==> src/rtl/stim_seq_pkg.sv <==
// stim_seq_pkg
// Shared types and default constants for the stimulus sequencer.
//   state_t : playback FSM states (IDLE / RUN / FIN)
//   entry_t : one table entry {value, delay} at the default widths
//   DEF_*   : default parameter values used by stim_sequencer and stim_seq_table
package stim_seq_pkg;

   localparam int DEF_NUM_CH = 2;
   localparam int DEF_DEPTH  = 8;
   localparam int DEF_DLY_W  = 16;
   localparam int DEF_TMO_W  = 20;
   localparam int EVT_CNT_W  = 16;

   typedef enum logic [1:0] {
      IDLE = 2'd0,
      RUN  = 2'd1,
      FIN  = 2'd2
   } state_t;

   typedef struct packed {
      logic [DEF_NUM_CH-1:0] value;
      logic [DEF_DLY_W-1:0]  delay;
   } entry_t;

endpackage

==> src/rtl/stim_seq_table.sv <==
// stim_seq_table
// DEPTH x {value, delay} register file. Synchronous write, asynchronous read.
// Contents are deliberately not reset; entries are undefined until written.
// Ports:
//   clk                 clock
//   we, wr_idx          write strobe and index
//   wr_value, wr_delay  entry data to store
//   rd_idx              read index
//   rd_value, rd_delay  entry data at rd_idx (combinational)
module stim_seq_table
   import stim_seq_pkg::*;
#(
   parameter int NUM_CH = DEF_NUM_CH,
   parameter int DEPTH  = DEF_DEPTH,
   parameter int DLY_W  = DEF_DLY_W,
   localparam int AW    = $clog2(DEPTH)
) (
   input  logic              clk,
   input  logic              we,
   input  logic [AW-1:0]     wr_idx,
   input  logic [NUM_CH-1:0] wr_value,
   input  logic [DLY_W-1:0]  wr_delay,
   input  logic [AW-1:0]     rd_idx,
   output logic [NUM_CH-1:0] rd_value,
   output logic [DLY_W-1:0]  rd_delay
);

   logic [NUM_CH-1:0] value_q [DEPTH];
   logic [DLY_W-1:0]  delay_q [DEPTH];

   always_ff @(posedge clk) begin
      if (we) begin
         value_q[wr_idx] <= wr_value;
         delay_q[wr_idx] <= wr_delay;
      end
   end

   assign rd_value = value_q[rd_idx];
   assign rd_delay = delay_q[rd_idx];

endmodule

==> src/rtl/stim_sequencer.sv <==
// stim_sequencer
// Plays a programmed table of (value, hold-cycles) entries onto stim_out,
// optionally looping, with a run-length watchdog that forces termination.
// Optional build macro: STIM_SEQ_TRACE_EN adds evt_pulse / evt_cnt outputs.
// Ports:
//   clk, rst_n                       clock, synchronous active-low reset
//   cfg_we/addr/value/delay          table write port (ignored while busy)
//   cfg_len, loop_en, tmo_limit      run configuration, captured at start
//   start, stop                      playback start / abort pulses
//   stim_out                         stimulus bus
//   busy, done, timeout, cur_idx     status
//   evt_pulse, evt_cnt               (trace build only) stim_out change events
//
// state | meaning
// IDLE  | waiting for start; table writable; stim_out holds last value
// RUN   | driving table[cur_idx] for its hold time; watchdog counting
// FIN   | one-cycle termination, done=1, then back to IDLE
module stim_sequencer
   import stim_seq_pkg::*;
#(
   parameter int NUM_CH = DEF_NUM_CH,
   parameter int DEPTH  = DEF_DEPTH,
   parameter int DLY_W  = DEF_DLY_W,
   parameter int TMO_W  = DEF_TMO_W,
   localparam int AW    = $clog2(DEPTH),
   localparam int LW    = AW + 1
) (
   input  logic              clk,
   input  logic              rst_n,
   input  logic              cfg_we,
   input  logic [AW-1:0]     cfg_addr,
   input  logic [NUM_CH-1:0] cfg_value,
   input  logic [DLY_W-1:0]  cfg_delay,
   input  logic [LW-1:0]     cfg_len,
   input  logic [TMO_W-1:0]  tmo_limit,
   input  logic              loop_en,
   input  logic              start,
   input  logic              stop,
   output logic [NUM_CH-1:0] stim_out,
   output logic              busy,
   output logic              done,
   output logic              timeout,
   output logic [AW-1:0]     cur_idx
`ifdef STIM_SEQ_TRACE_EN
   ,
   output logic                 evt_pulse,
   output logic [EVT_CNT_W-1:0] evt_cnt
`endif
);

   state_t            state_q, state_d;
   logic [AW-1:0]     idx_q, idx_d;
   logic [AW-1:0]     last_q, last_d;
   logic              loop_q, loop_d;
   logic [TMO_W-1:0]  tmo_q, tmo_d;
   logic [DLY_W-1:0]  hold_q, hold_d;
   logic [TMO_W-1:0]  wd_q, wd_d;
   logic [NUM_CH-1:0] stim_q, stim_d;
   logic              timeout_q, timeout_d;

   logic [AW-1:0]     rd_idx;
   logic [NUM_CH-1:0] rd_value;
   logic [DLY_W-1:0]  rd_delay;
   logic [DLY_W-1:0]  hold_ld;
   logic [LW-1:0]     len_eff;
   logic              tbl_we;
   logic              wd_hit;
   logic              at_last;
   logic              start_acc;

`ifdef STIM_SEQ_TRACE_EN
   logic                 evt_pulse_q, evt_pulse_d;
   logic [EVT_CNT_W-1:0] evt_cnt_q, evt_cnt_d;
`endif

   // Table is frozen for the whole run; FIN and IDLE may write.
   assign tbl_we = cfg_we && (state_q != RUN);

   stim_seq_table #(
      .NUM_CH (NUM_CH),
      .DEPTH  (DEPTH),
      .DLY_W  (DLY_W)
   ) u_table (
      .clk      (clk),
      .we       (tbl_we),
      .wr_idx   (cfg_addr),
      .wr_value (cfg_value),
      .wr_delay (cfg_delay),
      .rd_idx   (rd_idx),
      .rd_value (rd_value),
      .rd_delay (rd_delay)
   );

   always_comb begin
      len_eff = cfg_len;
      if (cfg_len == '0 || cfg_len > LW'(DEPTH)) begin
         len_eff = LW'(DEPTH);
      end
   end

   // Hold counter counts down to 0 on the last cycle; a delay of 0 behaves as 1.
   assign hold_ld   = (rd_delay == '0) ? '0 : rd_delay - DLY_W'(1);
   assign wd_hit    = (tmo_q != '0) && (wd_q == tmo_q - TMO_W'(1));
   assign at_last   = (idx_q == last_q);
   assign start_acc = (state_q == IDLE) && start;

   // Read port looks at the entry that would be loaded next: entry 0 on start
   // or wrap, otherwise the successor of the current entry.
   assign rd_idx = (state_q == RUN && !at_last) ? idx_q + AW'(1) : '0;

   always_ff @(posedge clk) begin
      if (!rst_n) begin
         state_q   <= IDLE;
         idx_q     <= '0;
         last_q    <= '0;
         loop_q    <= 1'b0;
         tmo_q     <= '0;
         hold_q    <= '0;
         wd_q      <= '0;
         stim_q    <= '0;
         timeout_q <= 1'b0;
      end else begin
         state_q   <= state_d;
         idx_q     <= idx_d;
         last_q    <= last_d;
         loop_q    <= loop_d;
         tmo_q     <= tmo_d;
         hold_q    <= hold_d;
         wd_q      <= wd_d;
         stim_q    <= stim_d;
         timeout_q <= timeout_d;
      end
   end

   always_comb begin
      state_d   = state_q;
      idx_d     = idx_q;
      last_d    = last_q;
      loop_d    = loop_q;
      tmo_d     = tmo_q;
      hold_d    = hold_q;
      wd_d      = wd_q;
      stim_d    = stim_q;
      timeout_d = timeout_q;
      case (state_q)
         IDLE: begin
            if (start) begin
               state_d   = RUN;
               idx_d     = '0;
               stim_d    = rd_value;
               hold_d    = hold_ld;
               wd_d      = '0;
               timeout_d = 1'b0;
               last_d    = AW'(len_eff - LW'(1));
               loop_d    = loop_en;
               tmo_d     = tmo_limit;
            end
         end
         RUN: begin
            // Only counts while enabled, so a disabled watchdog cannot wrap.
            if (tmo_q != '0) begin
               wd_d = wd_q + TMO_W'(1);
            end
            // Priority: watchdog, then stop, then normal hold/advance.
            if (wd_hit) begin
               state_d   = FIN;
               timeout_d = 1'b1;
            end else if (stop) begin
               state_d = FIN;
            end else if (hold_q != '0) begin
               hold_d = hold_q - DLY_W'(1);
            end else if (!at_last || loop_q) begin
               idx_d  = rd_idx;
               stim_d = rd_value;
               hold_d = hold_ld;
            end else begin
               state_d = FIN;
            end
         end
         FIN:     state_d = IDLE;
         default: state_d = IDLE;
      endcase
   end

   always_comb begin
      busy = (state_q == RUN);
      done = (state_q == FIN);
   end

   assign stim_out = stim_q;
   assign cur_idx  = idx_q;
   assign timeout  = timeout_q;

`ifdef STIM_SEQ_TRACE_EN
   // The start load always counts as an event, even if the value is unchanged.
   always_comb begin
      evt_pulse_d = start_acc || (stim_d != stim_q);
      evt_cnt_d   = evt_cnt_q;
      if (start_acc) begin
         evt_cnt_d = EVT_CNT_W'(1);
      end else if (evt_pulse_d && evt_cnt_q != '1) begin
         evt_cnt_d = evt_cnt_q + EVT_CNT_W'(1);
      end
   end

   always_ff @(posedge clk) begin
      if (!rst_n) begin
         evt_pulse_q <= 1'b0;
         evt_cnt_q   <= '0;
      end else begin
         evt_pulse_q <= evt_pulse_d;
         evt_cnt_q   <= evt_cnt_d;
      end
   end

   assign evt_pulse = evt_pulse_q;
   assign evt_cnt   = evt_cnt_q;
`endif

endmodule

==> config.mk <==
export PLATFORM = sky130hd
export DESIGN_NAME = stim_sequencer
export DESIGN_NICKNAME = d
export VERILOG_FILES = /design/src/rtl/stim_seq_pkg.sv /design/src/rtl/stim_seq_table.sv /design/src/rtl/stim_sequencer.sv
export SDC_FILE = /design/constraint.sdc
export NUM_CORES = 1
export LEC_CHECK = 0
export CORE_MARGIN = 5
export CORE_UTILIZATION = 50
export DETAILED_ROUTE_END_ITERATION = 16
export PLACE_DENSITY = 0.69
export SLEW_MARGIN = 20
export SYNTH_ARGS = -nofsm -noshare
export SYNTH_HDL_FRONTEND = slang
export SYNTH_SLANG_ARGS = --single-unit
==> constraint.sdc <==
create_clock -name clk -period 4.44 [get_ports clk]
set_input_delay 0.444 -clock clk [delete_from_list [all_inputs] [get_ports clk]]
set_output_delay 0.444 -clock clk [all_outputs]
set_load 0.05 [all_outputs]
==> summary.txt, run 1 <==
Synthesis
  – Syn avg cell area: 11.6 um2
  – Post-synth EDFFs: 144
  – Syn_nets: 968
  – FF+latch count, synth: 212
  – Synth top area cells: edfxtp_1 (41%), dfxtp_1 (13%), nand2_1 (3.4%)
  – Synth async-reset ratio: 0
  – Top_reg_cell synth: edfxtp_1
  – Register area share after synthesis: 0.541
  – Post-synth top area share: 0.412
  – Synthesized netlist cell count: 909
  – Yosys Warn Count: 0
  – Post-synthesis cell area: 0.0105 mm2
  – Yosys top cell by area: edfxtp_1
  – Synth cell types: 98

Detailed routing
  – DRC: 0
  – Routed vias: 7,496
  – DR pass1 iterations: 5
  – Antenna Nets Post-Route: 0
  – Drt wl/cell: 19.9 um
  – Vias per inst: 5.94
  – Final WL: 25.1 mm
  – First DRT Iteration DRCs: 572

Clock tree
  – H-tree levels: 1
  – Cts repair resizes: 0
  – Clock sinks: 212
  – CTS tree: done
  – Hold buffers post-CTS: 0
  – Clock latency on the worst-skew pair: 0.51 ns
  – CTS clk-pin slew, worst paths: 0.06 ns
  – Root Buffer: clkbuf_16
  – CTS Buffer Depth: 3
  – CTS Buf Count: 24
  – Setup Buffers After CTS: 0

Die
  – Core Region: 0.0208 mm2
  – Die area: 0.0240 mm2
  – Starting Density: 0.504
  – Die Wd: 155 um
  – I/O pin total: 59
  – Die height: 155 um
  – Site Rows: 53

STA
  – RSZ-0062 raised after global routing: false
  – Fmax: 280 MHz
  – Skew final: 0.00814 ns
  – Fin. max-slew vios: 0
  – Setup TNS: 0 ns
  – Fin crit period: 3.57 ns
  – Slew headroom: 0.373
  – Final Hold Fails: 0
  – Slew @ Worst Pin: 0.941 ns
  – Tcrit/Tclk final: 0.805
  – Final setup vio count: 0

Critical path
  – WP buf/inv: 1
  – Required time worst endpoint: 4.85 ns
  – CP Capture Point: hold_q[0]
  – Setup crit end kind: flop
  – Worst path arrival time: 3.98 ns
  – Cell mode on critical path: ha_1
  – Delay-heaviest family, CP: compound AO/OA/AOI/OAI gates
  – Worst R2R Start: cur_idx[1]
  – CP startpoint: cur_idx[1]
  – Flop-to-flop setup slack: 0.87 ns
  – Max FO, Critical Path: 40
  – Slowest stage delay, CP: 0.43 ns
  – Stages on worst setup path: 12
  – Crit path cell chain: ha_1 > xor2_4 > buf_12 > mux2i_1 > o211ai_1 > a41oi_1 > ha_1 > o2111ai_2 > nor4b_4 > a31oi_2 > a221o_1 > and3_1
  – CP max-delay cell: dfxtp_1
  – Worst Setup Start Kind: flop
  – R2R Path End: hold_q[0]
  – Kind of critical path: reg -> reg
  – FF-to-FF path depth: 12

Finish
  – Fin area: 0.0121 mm2
  – Area Overhead vs Synth: 15.3%
  – Layout Nets: 1,030
  – Layout cells sized above 1: 0.130
  – Fin cells: 1,262
  – Layout Utilization: 0.581
  – FF/Latch Area: 0.00569 mm2
  – Multi-input gate area: 0.00449 mm2
  – Diodes inserted: 0
  – FILL cells: 1,743

GRT
  – Largest net degree at the start of global routing: 41
  – First-pass GRT wire length: 39.4 mm
  – Total Routing Usage GR: 0.204
  – Remaining Overflow, GRT: 0
  – Initial antenna violation count: 0
  – Vias in the first global route: 7,202

Placed design
  – DP Area: 0.0113 mm2
  – Inst Count DP: 1,220
  – Port bufs: 58
  – Final GP Congestion: 0.865
  – Post-DP HPWL: 16.7 mm

Job
  – Max-cap violations: 0

Min path
  – Min-delay worst type: in -> reg

Power
  – Pwr Density: 411 mW/mm2
  – Overall power: 4.97 mW
  – Leak Pwr: 4.11 nW
  – VDD IR max: 0.325 mV

Status
  – Status: finished, final reports clean
sequential cells by signal, indices dropped and copies added, names as in the netlist:
| register | cells |
|---|---|
| stim_out | 2 |
| tmo_q | 20 |
| state_q | 2 |
| hold_q | 16 |
| cur_idx | 3 |
| loop_q | 1 |
| last_q | 3 |
| u_table.delay_q | 128 |
| timeout | 1 |
| u_table.value_q | 16 |
| wd_q | 20 |
synth_stat cells, types with 17 or more instances:
library cell  count
dfxtp_1          68
a21boi_0         27
xnor2_1          29
nand2_1          96
and3_1           18
mux2i_1          24
nand3_1          37
xor2_1           33
edfxtp_1        144
a21oi_1          25
o21ai_0          28
clkbuf_1         17
nor2_1           68
logic make-up after synthesis:
kind of cell | Yosys count | share of synthesized area
compound gates | 197 | 0.146
xor+xnor | 64 | 0.0548
fa+ha+maj | 8 | 0.00953
buf+inv | 59 | 0.0347
flops | 212 | 0.541
mux | 42 | 0.0504
simple gates | 327 | 0.163
metal layers:
layer | vias to the layer above | track usage | part of all wire
li1 | 3537 | - | -
met1 | 3668 | 0.293 | 0.46
met2 | 251 | 0.326 | 0.46
met3 | 40 | 0.0320 | 0.061
met4 | 0 | 0.0555 | 0.023
met5 | - | 0 | 0
power by group:
group	switching (mW)	leakage [nW]	internal (mW)
registers	0.0643	1.86	2.19
logic	0.474	1.87	0.310
clock network	0.765	0.375	1.17
total	1.30	4.11	3.67
placed cells by master (no fill, tap or decap), types with 6 or more instances in the layout:
cell type and n:
o21ai_0 28, nor4_1 7, nor2_2 7, o2bb2ai_1 6
ha_1 8, nand3_1 37, nor3_1 13, nand2b_1 13
mux2_2 10, dfxtp_1 67, edfxtp_1 144, a21oi_1 25
or3_1 9, xnor2_1 29, buf_4 25, mux4_2 6
mux2i_1 24, o211ai_2 6, clkbuf_16 25, a21boi_0 27
clkbuf_1 7, nand2_1 96, o211ai_1 15, a31oi_1 10
nand4_1 15, nor2b_1 8, o21a_1 6, and3_1 18
xor2_1 33, nor2_1 62, inv_1 10, o31ai_1 6
clkdlybuf4s50_1 57
metrics by stage:
stage | hold WS [ns] | setup slack (ns)
detailed placement | 0.471 | 0.917
finish | 0.423 | 0.865
floorplan | 0.458 | 0.768
CTS | 0.403 | 0.875
global placement | 0.462 | 1.01
global route | 0.440 | 0.517
final cells by class:
cell class,instances,area share
sequential,212,0.470
multi-input combinational,638,0.371
timing repair buffer,84,0.0647
clock buffer,34,0.0561
tap,275,0.0284
clock inverter,8,0.00713
inverter,11,0.00341
worst min path at each step:
stage	cells past startpoint	end	slack (ns)	start
floorplan	2	loop_q	0.46	loop_q
global placement	2	stim_out[1]	0.46	stim_out[1]
detailed placement	2	stim_out[1]	0.47	stim_out[1]
CTS	2	hold_q[10]	0.40	rst_n
global route	2	hold_q[10]	0.44	rst_n
finish	2	hold_q[10]	0.42	rst_n
(Power assumes the default switching activity.)
==> run 2: changes to the inputs <==
--- a/config.mk
+++ b/config.mk
@@ -8,7 +8,7 @@
 export CORE_MARGIN = 5
 export CORE_UTILIZATION = 50
 export DETAILED_ROUTE_END_ITERATION = 16
-export PLACE_DENSITY = 0.69
+export PLACE_DENSITY = 0.71
 export SLEW_MARGIN = 20
 export SYNTH_ARGS = -nofsm -noshare
 export SYNTH_HDL_FRONTEND = slang
==> constraint.sdc (replaced) <==
create_clock -name clk -period 2.9 [get_ports clk]
set_input_delay 0.29 -clock clk [delete_from_list [all_inputs] [get_ports clk]]
set_output_delay 0.29 -clock clk [all_outputs]
set_load 0.05 [all_outputs]
==> run 2 against run 1 <==
- the flow now finishes with violations (negative setup slack)
- combinational power grew 88%
- first-iteration DRC count is 0.17% lower
- sequential power rose by 52%
- flip-flop and latch count unchanged
- wire length rose by 2.4%
- global-route usage up 1.1 points
- non-clock buffer count rose by 104
- largest cell class unchanged
==> summary.txt, run 2 (synthesized netlist as in run 1, its figures left out) <==
Clock tree
  – Root Buffer: clkbuf_16
  – Clock latency on the worst-skew pair: 0.53 ns
  – CTS clk-pin slew, worst paths: 0.06 ns
  – CTS Buf Count: 23
  – H-tree levels: 1
  – CTS tree: done
  – CTS Buffer Depth: 3
  – Clock sinks: 212

Status
  – Failing checks: negative setup slack
  – Status: finished with violations

Critical path
  – Setup crit end kind: flop
  – Kind of critical path: reg -> reg
  – CP max-delay cell: nor4b_4
  – Worst path arrival time: 3.45 ns
  – Worst Setup Start Kind: flop
  – CP startpoint: cur_idx[1]
  – Slowest stage delay, CP: 0.39 ns
  – Crit path cell chain: ha_4 > xor2_4 > buf_12 > mux4_2 > o21a_1 > a22oi_2 > ha_2 > o2111ai_4 > nor4b_4 > a31oi_2 > a221o_1 > and3_1
  – Worst R2R Start: cur_idx[1]
  – Required time worst endpoint: 3.32 ns
  – Max FO, Critical Path: 10

Detailed routing
  – Top Metal Used: met5
  – DR WL met2: 12.2 mm
  – Routed met3 length: 1.37 mm
  – Vias per inst: 5.71
  – Antenna Nets Post-Route: 0
  – DR pass1 iterations: 5
  – Routed vias: 7,777
  – Drt wl/cell: 18.8 um
  – M1 WL: 11.4 mm
  – Final WL: 25.7 mm
  – First DRT Iteration DRCs: 571
  – DRC: 0

Power
  – Pwr Density: 587 mW/mm2
  – Leak Pwr: 4.63 nW
  – VDD IR max: 0.484 mV
  – Overall power: 7.66 mW

Finish
  – Largest Register: u_table.delay_q
  – Layout cells sized above 1: 0.235
  – Top flop regs: u_table.delay_q: 128 flops, tmo_q: 20 flops, wd_q: 20 flops
  – Max reg flops: 128
  – Multi-input gate area: 0.00467 mm2
  – FF/Latch Area: 0.00570 mm2
  – Commonest non-fill, non-tap cell in the layout: edfxtp_1
  – Most frequent cells in the layout: edfxtp_1 (144), buf_4 (123), nand2_1 (96)
  – Layout Nets: 1,134
  – Area Overhead vs Synth: 24.3%
  – Fin area: 0.0131 mm2
  – FILL cells: 1,687
  – Diodes inserted: 0

STA
  – Fin. max-slew vios: 0
  – Final worst slack: -0.131 ns
  – Tcrit/Tclk final: 1.05
  – Final setup vio count: 16
  – Final Hold Fails: 0
  – Fmax: 330 MHz
  – Slew @ Worst Pin: 0.660 ns
  – Fin crit period: 3.03 ns
  – RSZ-0062 raised after global routing: true
  – Skew final: 0.0123 ns
  – Slew headroom: 0.559

Placed design
  – Post-DP HPWL: 18.0 mm
  – Port bufs: 58
  – DP Area: 0.0122 mm2
  – Final GP Congestion: 0.873

Min path
  – Min-delay worst type: in -> reg
  – Hold wc startpoint: rst_n

Die
  – Die height: 155 um
  – I/O pin total: 59
  – Die Wd: 155 um
  – Site Rows: 53
  – Core Region: 0.0208 mm2
  – Starting Density: 0.504
  – Die area: 0.0240 mm2

GRT
  – Largest net degree at the start of global routing: 39
  – Vias in the first global route: 7,779
  – Remaining Overflow, GRT: 0
  – Initial antenna violation count: 1
  – Total Routing Usage GR: 0.215
  – First-pass GRT wire length: 41.5 mm

Job
  – Max-cap violations: 0
-- run 2: cell types whose count changed in the layout (fill, tap and decap cells not counted), moves of 3 or more --
cell | before | now
xor2_1 | 33 | 30
dfxtp_4 | 0 | 3
dfxtp_1 | 67 | 64
buf_6 | 0 | 5
buf_4 | 25 | 123
xor2_2 | 0 | 3
ha_1 | 8 | 5
a21boi_0 | 27 | 24
-- run 2: critical path, delay by kind of cell, from the launching register on --
family | cells | cell delay, ns
AND/OR/NAND/NOR | 2 | 0.55
XOR/XNOR | 1 | 0.20
multiplexers | 1 | 0.29
flip-flops | 1 | 0.35
buffers and inverters | 1 | 0.16
adder cells (fa/ha/maj) | 2 | 0.42
AO/OA/AOI/OAI | 5 | 0.95
-- run 2: layout make-up --
type	instances	share of cell area
clock buffers	30	0.0476
clock inverters	8	0.00623
inverters	11	0.00316
multi-input cells	639	0.358
flip-flops and latches	212	0.436
well taps	275	0.0264
repair buffers	188	0.122
-- run 2: timing repair --
item | 4_1_cts | 5_1_grt
setup endpoints to repair | 19 | 26
buffers inserted | 2 | 3
pin swaps | 5 | 7
cloned | 1 | 0
hold buffers | 0 | 0
resized for setup | 13 | 19
-- run 2: stage by stage --
| stage | hold slack, ns | setup slack, ns | cells | setup TNS, ns | utilization |
|---|---|---|---|---|---|
| final | 0.261 | -0.131 | 1363 | -1.33 | 0.627 |
| after global routing | 0.273 | -0.316 | 1363 | -4.38 | 0.627 |
| after CTS | 0.258 | -0.148 | 1360 | -1.64 | 0.622 |
| after detailed placement | 0.471 | -0.196 | 1319 | -2.89 | 0.584 |
| after global placement | 0.462 | -0.164 | 1319 | -2.11 | 0.584 |
| after floorplan | 0.389 | -0.269 | 909 | -1.85 | - |
-- run 2: per-layer routing --
metal  vias up  track usage
met4         2       0.0614
met2       203        0.355
met3        53       0.0289
met5         -            0
met1      3757        0.301
li1       3762            -
-- run 2: worst paths after layout --
path,end,slack (ns),cells past startpoint
worst max-delay path,hold_q[0],-0.13,12
worst min-delay path,tmo_q[15],0.26,3
worst max register to register,hold_q[0],-0.13,12
worst min register to register,stim_out[1],0.46,2
-- run 2: power breakdown --
group          switching [mW]  internal, mW  leakage, nW
clock                    1.16          1.60        0.347
sequential             0.0849          3.35         1.86
combinational           0.804         0.669         2.42
total                    2.05          5.61         4.63
